**src/rtl/uart_rx_buffer.sv**
```systemverilog
// 8N1 UART receiver feeding a byte FIFO; pop latency 1 cycle (rd_en -> rd_valid/rd_data).
// Backpressure: none toward the line -- a good byte arriving while full is dropped with an overrun pulse.
// Optional even-parity bit and parity_err output when UART_RX_PARITY_EN is defined.
module uart_rx_buffer #(
    parameter int CLKS_PER_BIT = 434,
    parameter int ADDR_W       = 4
) (
    input  logic              physical_clock,
    input  logic              n_reset,
    input  logic              rx,
    input  logic              rd_en,
    output logic [7:0]        rd_data,
    output logic              rd_valid,
    output logic              empty,
    output logic              full,
    output logic [ADDR_W:0]   count,
    output logic              frame_err,
    output logic              overrun,
`ifdef UART_RX_PARITY_EN
    output logic              parity_err,
`endif
    output logic              busy
);

    localparam int            CW      = (CLKS_PER_BIT > 1) ? $clog2(CLKS_PER_BIT) : 1;
    localparam int            DEPTH   = 2 ** ADDR_W;
    localparam logic [CW-1:0] BIT_END = CW'(CLKS_PER_BIT - 1);
    localparam logic [CW-1:0] HALF    = CW'(CLKS_PER_BIT / 2 - 1);

    localparam logic [2:0] S_IDLE   = 3'd0;
    localparam logic [2:0] S_START  = 3'd1;
    localparam logic [2:0] S_DATA   = 3'd2;
    localparam logic [2:0] S_PARITY = 3'd3;
    localparam logic [2:0] S_STOP   = 3'd4;

    logic              rx_meta;
    logic              rxs;
    logic [2:0]        state;
    logic [CW-1:0]     baud_cnt;
    logic [2:0]        bit_idx;
    logic [7:0]        shreg;
    logic [7:0]        mem [DEPTH];
    logic [ADDR_W-1:0] wr_ptr;
    logic [ADDR_W-1:0] rd_ptr;

    logic stop_tick;
    logic par_ok;
    logic good_stop;
    logic pop;
    logic push;
    logic ovr;

`ifdef UART_RX_PARITY_EN
    logic par_bit;
    assign par_ok = ~(^{shreg, par_bit});
`else
    assign par_ok = 1'b1;
`endif

    // A pop in the same edge frees a slot, so a full FIFO can still accept the byte.
    assign stop_tick = (state == S_STOP) && (baud_cnt == BIT_END);
    assign good_stop = stop_tick && rxs && par_ok;
    assign pop       = rd_en && !empty;
    assign push      = good_stop && !(full && !pop);
    assign ovr       = good_stop && full && !pop;

    assign empty = (count == '0);
    assign full  = (count == (ADDR_W + 1)'(DEPTH));
    assign busy  = (state != S_IDLE);

    always_ff @(posedge physical_clock or negedge n_reset) begin
        if (!n_reset) begin
            rx_meta <= 1'b1;
            rxs     <= 1'b1;
        end else begin
            rx_meta <= rx;
            rxs     <= rx_meta;
        end
    end

    always_ff @(posedge physical_clock or negedge n_reset) begin
        if (!n_reset) begin
            state    <= S_IDLE;
            baud_cnt <= '0;
            bit_idx  <= '0;
            shreg    <= '0;
`ifdef UART_RX_PARITY_EN
            par_bit  <= 1'b0;
`endif
        end else begin
            case (state)
                S_IDLE: begin
                    baud_cnt <= '0;
                    if (!rxs) state <= S_START;
                end
                S_START: begin
                    if (baud_cnt == HALF) begin
                        baud_cnt <= '0;
                        bit_idx  <= '0;
                        state    <= rxs ? S_IDLE : S_DATA;
                    end else begin
                        baud_cnt <= baud_cnt + 1'b1;
                    end
                end
                S_DATA: begin
                    if (baud_cnt == BIT_END) begin
                        baud_cnt       <= '0;
                        shreg[bit_idx] <= rxs;
                        bit_idx        <= bit_idx + 1'b1;
                        if (bit_idx == 3'd7) begin
`ifdef UART_RX_PARITY_EN
                            state <= S_PARITY;
`else
                            state <= S_STOP;
`endif
                        end
                    end else begin
                        baud_cnt <= baud_cnt + 1'b1;
                    end
                end
`ifdef UART_RX_PARITY_EN
                S_PARITY: begin
                    if (baud_cnt == BIT_END) begin
                        baud_cnt <= '0;
                        par_bit  <= rxs;
                        state    <= S_STOP;
                    end else begin
                        baud_cnt <= baud_cnt + 1'b1;
                    end
                end
`endif
                S_STOP: begin
                    // Return to IDLE at mid-stop so a back-to-back start edge is not missed.
                    if (baud_cnt == BIT_END) begin
                        baud_cnt <= '0;
                        state    <= S_IDLE;
                    end else begin
                        baud_cnt <= baud_cnt + 1'b1;
                    end
                end
                default: begin
                    baud_cnt <= '0;
                    state    <= S_IDLE;
                end
            endcase
        end
    end

    always_ff @(posedge physical_clock or negedge n_reset) begin
        if (!n_reset) begin
            frame_err <= 1'b0;
            overrun   <= 1'b0;
`ifdef UART_RX_PARITY_EN
            parity_err <= 1'b0;
`endif
        end else begin
            frame_err <= stop_tick && !rxs;
            overrun   <= ovr;
`ifdef UART_RX_PARITY_EN
            parity_err <= stop_tick && rxs && !par_ok;
`endif
        end
    end

    always_ff @(posedge physical_clock) begin
        if (push) mem[wr_ptr] <= shreg;
    end

    always_ff @(posedge physical_clock or negedge n_reset) begin
        if (!n_reset) begin
            wr_ptr   <= '0;
            rd_ptr   <= '0;
            count    <= '0;
            rd_data  <= '0;
            rd_valid <= 1'b0;
        end else begin
            rd_valid <= pop;
            if (push) wr_ptr <= wr_ptr + 1'b1;
            if (pop) begin
                rd_data <= mem[rd_ptr];
                rd_ptr  <= rd_ptr + 1'b1;
            end
            case ({push, pop})
                2'b10:   count <= count + 1'b1;
                2'b01:   count <= count - 1'b1;
                default: count <= count;
            endcase
        end
    end

endmodule
```
**config.mk**
```make
export PLATFORM = sky130hd
export DESIGN_NAME = uart_rx_buffer
export DESIGN_NICKNAME = d
export VERILOG_FILES = /design/src/rtl/uart_rx_buffer.sv
export SDC_FILE = /design/constraint.sdc
export NUM_CORES = 1
export LEC_CHECK = 0
export ABC_AREA = 1
export CORE_MARGIN = 2
export CORE_UTILIZATION = 55
export CTS_CLUSTER_DIAMETER = 120
export DETAILED_ROUTE_END_ITERATION = 6
export GPL_TIMING_DRIVEN = 0
export HOLD_SLACK_MARGIN = 0.03
export PLACE_DENSITY_LB_ADDON = 0.12
export REMOVE_ABC_BUFFERS = 1
export SYNTH_ARGS = -nofsm -noshare
export SYNTH_HDL_FRONTEND = slang
export SYNTH_SLANG_ARGS = --single-unit
```
**constraint.sdc**
```tcl
create_clock -name physical_clock -period 2.45 [get_ports physical_clock]
set_input_delay 0.49 -clock physical_clock [delete_from_list [all_inputs] [get_ports physical_clock]]
set_output_delay 0.49 -clock physical_clock [all_outputs]
set_load 0.005 [all_outputs]
```
---- After elaboration in Yosys (flattened, before gate mapping) ----
Memories as Yosys holds them, arrays and structs flattened. A register that Yosys moved wholly into a read port is not among the register bits.
Cells that the tools add are included.
cells by class
  add/subtract/negate cells ............... 6
  $mul .................................... 0
  divide/modulo/power cells ............... 0
  $lt $le $gt $ge ......................... 2
  equal/unequal tests ..................... 14
  shifts and indexed selects .............. 0
  multiplexer cells ....................... 19
  bitwise logic cells ..................... 0
  reductions and logical operators ........ 23
operator list
  operator               count
  $mux W3                7
  $mux W9                2
  $pmux W9 S2            1
  $pmux W3 S4            1
  $pmux W5 S2            1
  $add A9 B1 Y9 const B  1
  $eq A9 B8 Y1 const B   1
  $eq A9 B9 Y1 const B   1
  $logic_and A1 B1 Y1    9
  $add A4 B1 Y4 const B  2
  $bwmux W8              1
  $ne A2 B2 Y1 const B   4
  $eq A3 B3 Y1 const B   2
  $pmux W3 S2            1
  $add A5 B1 Y5 const B  1
  $eq A5 B5 Y1 const B   1
  $logic_not A1 Y1       5
  $logic_not A5 Y1       1
  $reduce_and A5 Y1      1
  $sub A5 B1 Y5 const B  1
  $lt A3 B4 Y1 const B   1
  $reduce_bool A2 Y1     2
  $add A3 B1 Y3 const B  1
  $demux W1 S3           1
  other kinds (13)       15
word-level totals
  register bits ........................... 41
  bits in latches ......................... 0
  bits in writable memories ............... 128
  ROM bits ................................ 0
  input bits .............................. 4
  memories kept ........................... 1
memories
  name  words  bits a word  rd ports  clocked after memory_dff  wr ports  RTL line  text
  mem   16     8            1         1                         1         42        logic [7:0] mem [DEPTH];

---- Depth between registers and ports, before layout ----
Gate-level depths: netlist of the first run.
  depth after elaboration ................. 9
  mapped depth ............................ 19
  gate-level depth less buffers ........... 19

---- Least setup slack after synthesis of the first run ----
No wires, ideal clock.
  path kind ............................... register to register
  start point ............................. register baud_cnt[1]
  end point ............................... memory mem[11][0] (enable)
  library setup time ...................... 0.370 ns
  data arrival time ....................... 1.780 ns
  required time ........................... 2.080 ns
  setup slack ............................. 0.299 ns
  cell stages (with the launch flop) ...... 11
  buffers on the path ..................... 0
  cell sequence ........................... dfrtp_1 inv_1 ha_1 inv_1 nor2_1 nand2_2 nor2_4 nand3_4 a21oi_4 nand2_1 nor2_1
between the ends
  word-level cells in the longest chain between the ends .. 6
RTL lines
  element                        RTL line  text
  start: declaration             39        logic [CW-1:0] baud_cnt;
  start signal: assignment       102       baud_cnt <= baud_cnt + 1'b1;
  start signal: assignment       118       baud_cnt <= baud_cnt + 1'b1;
  start signal: assignment       138       baud_cnt <= baud_cnt + 1'b1;
  $eq A9 B9 Y1                   61        assign stop_tick = (state == S_STOP) && (baud_cnt == BIT_END);
  $logic_and A1 B1 Y1            61
  $logic_and A1 B1 Y1            62        assign good_stop = stop_tick && rxs && par_ok;
  $logic_and A1 B1 Y1            64        assign push = good_stop && !(full && !pop);
  $mux W1                        166       if (push) mem[wr_ptr] <= shreg;
  $mux W1 (implied by the code)  166
  end: declaration               42
Every way passes these cells.

---- Final worst setup path of the first run ----
  start point ............................. register count[3]
  end point ............................... output full
between the ends
  word-level cells in the longest chain between the ends .. 1
RTL lines
  element                   RTL line  text
  start: declaration        16        output logic [ADDR_W:0] count,
  start signal: assignment  184       2'b10: count <= count + 1'b1;
  start signal: assignment  185       2'b01: count <= count - 1'b1;
  start signal: assignment  186       default: count <= count;
  $eq A5 B5 Y1              68        assign full = (count == (ADDR_W + 1)'(DEPTH));
  end: declaration          15        output logic full,
Every way passes these cells.

==> impl_metrics.tcl, run 1 <==
set metrics [dict create \
    period_share_pct 94.8 \
    cts_root_buf "clkbuf_16" \
    nets 670 \
    yosysTopAreaCell "edfxtp_1" \
    end_kind "output port" \
    htree_levels 4 \
    hold_viol 0 \
    core_sq_um 13100 \
    worstRegToRegCells 10 \
    fmax_ghz 0.430 \
    gp_congestion 0.806 \
    dp_cells 795 \
    viasPerCell 5.63 \
    netlist_top_cells_count "edfxtp_1 (128), nor2_1 (109), o21ai_0 (81)" \
    area_delta_synth_final_pct 17.8 \
    vias 4753 \
    synth_cells 620 \
    die_h_um 120 \
    critPathKind "reg2out" \
    hold_start "rx_meta" \
    routed_wl_um 15600 \
    cts_buffers 17 \
    clock-sinks 177 \
    power_mw 8.46 \
    synth_ff_type "edfxtp_1" \
    grt_setup_unrepaired "false" \
    die_area_sq_um 14300 \
    synth.area.top_cells "edfxtp_1 (52%), dfrtp_1 (16%), nor2_1 (5.6%)" \
    critPathLaunchType "flip-flop" \
    fin_cells 844 \
    die_w_um 120 \
    grt_pass1_wl_um 24400 \
    reg2reg_from "baud_cnt[1]" \
    fin_crit_ps 2320 \
    yosysWarnings 0 \
    hold_path_end "rxs" \
    synth_edf_count 128 \
    required_ps 1960 \
    grt_start_max_net_pins 62 \
    drc 0 \
    relSlewSlack_pct 51.8 \
    hpwl_um 9180 \
    grt-ovfl-total 0 \
    r2r-end "mem[11][0]" \
    async_reset_ff_share_pct 27.7 \
    n_antenna_cell 0 \
    status "complete, no violations" \
    wl_per_cell_um 18.5 \
    cellLeakagePower_nw 3.43 \
    cts_buffer_depth 2 \
    synth-seq-area-share_pct 69.0 \
    first_iter_violations 479 \
    peakVddDrop_uv 505 \
    report.final.slew_viol_count 0 \
    synthMostInstantiatedCell "edfxtp_1" \
    clkSlewWorstSetupHoldPaths_ps 60 \
    rrSetupSlack_ps 170 \
    portBuffers 22 \
    hold_class "reg2reg" \
    drive_gt1_share_pct 13.5 \
    cellPowerDensity_nw_per_um2 977 \
    start_util_pct 55.9 \
    drt.antenna.violating_nets 0 \
    antenna_found_initial 0 \
    syn_area_sq_um 7350 \
    syn_avg_cell_area_sq_um 11.9 \
    io_pins 23 \
    worst_slew_pin_slew_ps 722 \
    worstSkewPairLatency_ps 430 \
    synth.top_cell.area_share_pct 52.3 \
    path_max_fanout 6 \
    synth_seq_cells 177 \
    drv_cap 0 \
    synth_cell_type_count 35 \
    worstHoldPathCells 0 \
    setup_viol 0 \
    tns_ps 0 \
    dr.pass1.iters 7 \
    cp.arrival_ps 1830 \
    cts_tree "yes" \
    row_count 42 \
    fin_skew_ps 7.85 \
    track_usage_pct 23.0 \
    grt_pass1_vias 4525 \
]
-- cell usage in the layout (no fill, tap or decap), types with 2 or more instances in the layout --
master | netlist | layout
inv_1 | 36 | 34
dfrtp_1 | 47 | 45
clkbuf_1 | 16 | 5
o211ai_1 | 16 | 16
nand2_2 | 5 | 9
nor2_2 | 1 | 2
dfrtp_2 | 0 | 2
clkdlybuf4s50_1 | 0 | 21
clkinv_2 | 0 | 5
xor2_1 | 12 | 12
o22ai_1 | 19 | 19
edfxtp_1 | 128 | 128
dfstp_2 | 2 | 2
nand4_1 | 4 | 4
nor3_1 | 6 | 6
ha_1 | 11 | 11
inv_2 | 4 | 5
o21ai_0 | 81 | 81
nor2_4 | 1 | 18
buf_12 | 0 | 11
a31oi_1 | 8 | 8
nand2_1 | 49 | 45
clkbuf_16 | 0 | 17
buf_4 | 0 | 7
o221ai_1 | 16 | 16
nor2_1 | 109 | 91
nand3_1 | 23 | 23
clkinv_1 | 4 | 5
clkbuf_8 | 0 | 3
xnor2_1 | 2 | 2
clkinvlp_4 | 0 | 2
-- where the power goes --
group	internal (mW)	leakage, nW	switching [mW]
sequential	3.34	2.09	0.294
clock	1.47	0.272	1.03
combinational	0.926	1.06	1.41
total	5.73	3.43	2.73
-- logic make-up (layout without fill, tap and decap cells) --
logic type	after synthesis	in the layout	share of synthesized area, %
AOI/OAI and AO/OA	144	144	11.8
xor gates and xnor gates	14	14	1.67
adders and majority gates	11	11	1.87
buffers and inverters	70	118	3.73
DFF	177	177	69.0
and+or+nand+nor	204	204	11.9
-- flip-flops by register name (all words and copies together) (netlist names) --
signal     cells
mem          128
baud_cnt       9
rd_data        8
shreg          8
count          5
rd_ptr         4
wr_ptr         4
bit_idx        3
state          3
frame_err      1
overrun        1
rd_valid       1
rx_meta        1
rxs            1
-- layout make-up --
class,instances,area [sq um]
flip-flops and latches,177,5070
fillers,1002,4480
multi-input cells,373,2140
repair buffers,41,498
clock buffers,25,485
well taps,176,220
inverters,44,169
clock inverters,7,58.8
repair inverters,1,7.51
-- worst max path at each step --
stage,startpoint,endpoint
CTS,baud_cnt[1],mem[0][2]
global placement,rd_ptr[0],rd_data[4]
floorplan,rd_ptr[0],rd_data[0]
finish,count[3],full
detailed placement,rd_ptr[1],rd_data[1]
global route,baud_cnt[1],mem[11][0]
-- repair_timing --
item,4_1_cts,5_1_grt
hold buffers,1,0
setup endpoints to repair,138,131
pin swaps,0,12
buffers inserted,0,15
resized for setup,30,12
endpoints found under the hold margin,9,0
gates cloned,1,0
-- metrics by stage --
| step | util [%] | hold slack (ps) | setup WS (ps) | area, sq um |
|---|---|---|---|---|
| final | 65.9 | 357 | 127 | 8660 |
| after global routing | 65.9 | 365 | 3.12 | 8660 |
| after CTS | 64.0 | 355 | -278 | 8400 |
| after detailed placement | 58.9 | 348 | -519 | 7740 |
| after global placement | 58.5 | 347 | -1970 | 7680 |
| after floorplan | - | 194 | -370 | 7240 |
-- worst max-delay path, cell delays in order (launching register included) --
cell	delay [ps]
dfrtp_1	450
nor2_2	150
nand3_1	140
nor2_4	150
clkdlybuf4s50_1	520
-- routing by layer --
metal	global-route usage (%)	routed length, um	up-vias
met5	0	0	-
met4	6.76	199	0
met3	5.18	801	16
met2	36.3	7570	134
met1	32.3	7010	2317
li1	-	-	2286
(Power assumes the default switching activity.)
==> run 2, diff against run 1 <==
Settings changed: DONT_BUFFER_PORTS from default to 1, SLEW_MARGIN from default to 20.
==> impl_metrics.tcl, run 2 (synthesis gave the netlist of run 1 again) <==
set metrics [dict create \
    antenna_found_initial 0 \
    cellPowerDensity_nw_per_um2 981 \
    htree_levels 4 \
    clock-sinks 177 \
    first_iter_violations 451 \
    cts_buffers 17 \
    fin_cells 820 \
    worstHoldPathCells 1 \
    period_share_pct 94.3 \
    n_antenna_cell 0 \
    critPathKind "reg2reg" \
    worstSkewPairLatency_ps 430 \
    drv_cap 0 \
    path_max_fanout 36 \
    hold_start "rd_en" \
    grt_setup_unrepaired "false" \
    top_register "mem" \
    swShare_pct 33.1 \
    pwr-share-clk_pct 30.3 \
    dr.pass1.iters 5 \
    place_area_sq_um 7510 \
    report.final.slew_viol_count 0 \
    end_kind "flip-flop" \
    start_util_pct 55.9 \
    gp_congestion 0.792 \
    worst_slew_pin_slew_ps 709 \
    dp_cells 772 \
    fin_skew_ps 7.68 \
    cpMaxStageDelayCell "dfrtp_2" \
    fin_crit_ps 2310 \
    worstPathCellList "clkinvlp_4, o21ai_0, o22ai_1, o211ai_1, a31oi_1" \
    routed_wl_um 15600 \
    clkSlewWorstSetupHoldPaths_ps 60 \
    drt.antenna.violating_nets 0 \
    r2r-end "rd_data[5]" \
    hpwl_um 9370 \
    critPathLaunchType "flip-flop" \
    final_cell_mix "edfxtp_1 (128), nor2_1 (93), o21ai_0 (81), nand2_1 (45), dfrtp_1 (45)" \
    path_delay_family "flip-flops" \
    p_sw_mw 2.72 \
    grt_start_max_net_pins 50 \
    nets 646 \
    setup_slack_ps 139 \
    relSlewSlack_pct 52.7 \
    final_common_cell "edfxtp_1" \
    fin_hold_ws_ps 131 \
    cts_tree "yes" \
    peakVddDrop_uv 682 \
    cts_buffer_depth 2 \
    core_sq_um 13100 \
    pwr-share-seq_pct 45.3 \
    cellLeakagePower_nw 3.31 \
    largest_reg_flops 128 \
    cts_root_buf "clkbuf_16" \
    wl_per_cell_um 19.0 \
    hold_class "in2reg" \
    row_count 42 \
    viasPerCell 5.79 \
    die_area_sq_um 14300 \
    rrSetupSlack_ps 140 \
    place_ws_ps -465 \
    drive_gt1_share_pct 12.9 \
    die_h_um 120 \
    cp.arrival_ps 2610 \
    slowest_delay_ps 820 \
    status "complete, no violations" \
    p_int_mw 5.51 \
    drc 0 \
    finalInstanceArea_sq_um 8400 \
    die_w_um 120 \
    p_comb_share_pct 24.4 \
    io_pins 23 \
    track_usage_pct 23.3 \
    hold_viol 0 \
    power_mw 8.23 \
    cp_num_buf_inv 1 \
    vias 4747 \
    grt_pass1_wl_um 24500 \
    fmax_ghz 0.433 \
    top_regs "mem: 128 flops, baud_cnt: 9 flops" \
    grt_pass1_vias 4640 \
    area_delta_synth_final_pct 14.3 \
    reg2reg_from "rd_ptr[1]" \
    hold_path_end "overrun" \
    setup_viol 0 \
    grt-ovfl-total 0 \
    worstRegToRegCells 5 \
    required_ps 2750 \
    portBuffers 0 \
]
==> run 2: cell types whose count changed in the layout (fill, tap and decap cells not counted), moves of 2 or more <==
cell and change:
nor2_1 +2, buf_16 +2, clkinv_2 -2, clkinvlp_4 +2
clkdlybuf4s50_1 -21, buf_12 -5
==> run 2: worst max-delay path by stage <==
stage,start,end,slack (ps),cells after the start
4_1_cts,baud_cnt[1],mem[1][1],-260,10
6_report,rd_ptr[1],rd_data[5],140,5
2_1_floorplan,rd_ptr[0],rd_data[0],-370,5
3_5_place_dp,rd_ptr[1],rd_data[5],-460,5
3_3_place_gp,rd_ptr[0],rd_data[5],-1970,5
5_1_grt,baud_cnt[1],count[4],2,18
==> run 2: cell type report <==
type	count	area, sq um
timing repair buffer	17	248
inverter	44	171
fill	1011	4740
clock buffer	25	475
clock inverter	7	63.8
tap	176	220
multi-input combinational	373	2130
sequential	177	5080
timing repair inverter	1	7.51
==> run 2: power by group through the flow <==
| stage | Clock, mW | Combinational (mW) | Sequential (mW) |
|---|---|---|---|
| 2_1_floorplan | 0 | 1.35 | 3.65 |
| 3_3_place_gp | 0 | 1.79 | 3.83 |
| 3_5_place_dp | 0 | 1.97 | 3.77 |
| 4_1_cts | 2.52 | 2.01 | 3.72 |
| 5_1_grt | 2.66 | 2.29 | 3.76 |
| 6_report | 2.49 | 2.01 | 3.73 |
==> run 2: what timing repair did <==
action / in CTS / in global routing
endpoints found under the setup margin: 136 / 131
pin swaps: 1 / 7
hold endpoints to repair: 49 / 1
hold buffers: 2 / 1
setup buffers: 0 / 12
gates resized for setup: 21 / 21
cloned: 1 / 0
==> run 2: metrics by stage <==
step                util [%]  setup TNS [ps]
floorplan                  -           -3010
global placement        56.8          -36760
detailed placement      57.2          -28270
CTS                     62.1           -7830
global route            63.9               0
finish                  63.9               0
==> run 2: per-layer routing <==
metal  track usage [%]  part of all wire, %  vias to the layer above  routed length, um
met5                 0                    0                        -                  0
met4              10.4                  2.7                        0                418
met3              6.84                  6.7                       27               1050
met2              35.7                   47                      156               7360
met1              31.0                   43                     2323               6790
li1                  -                    -                     2241                  -
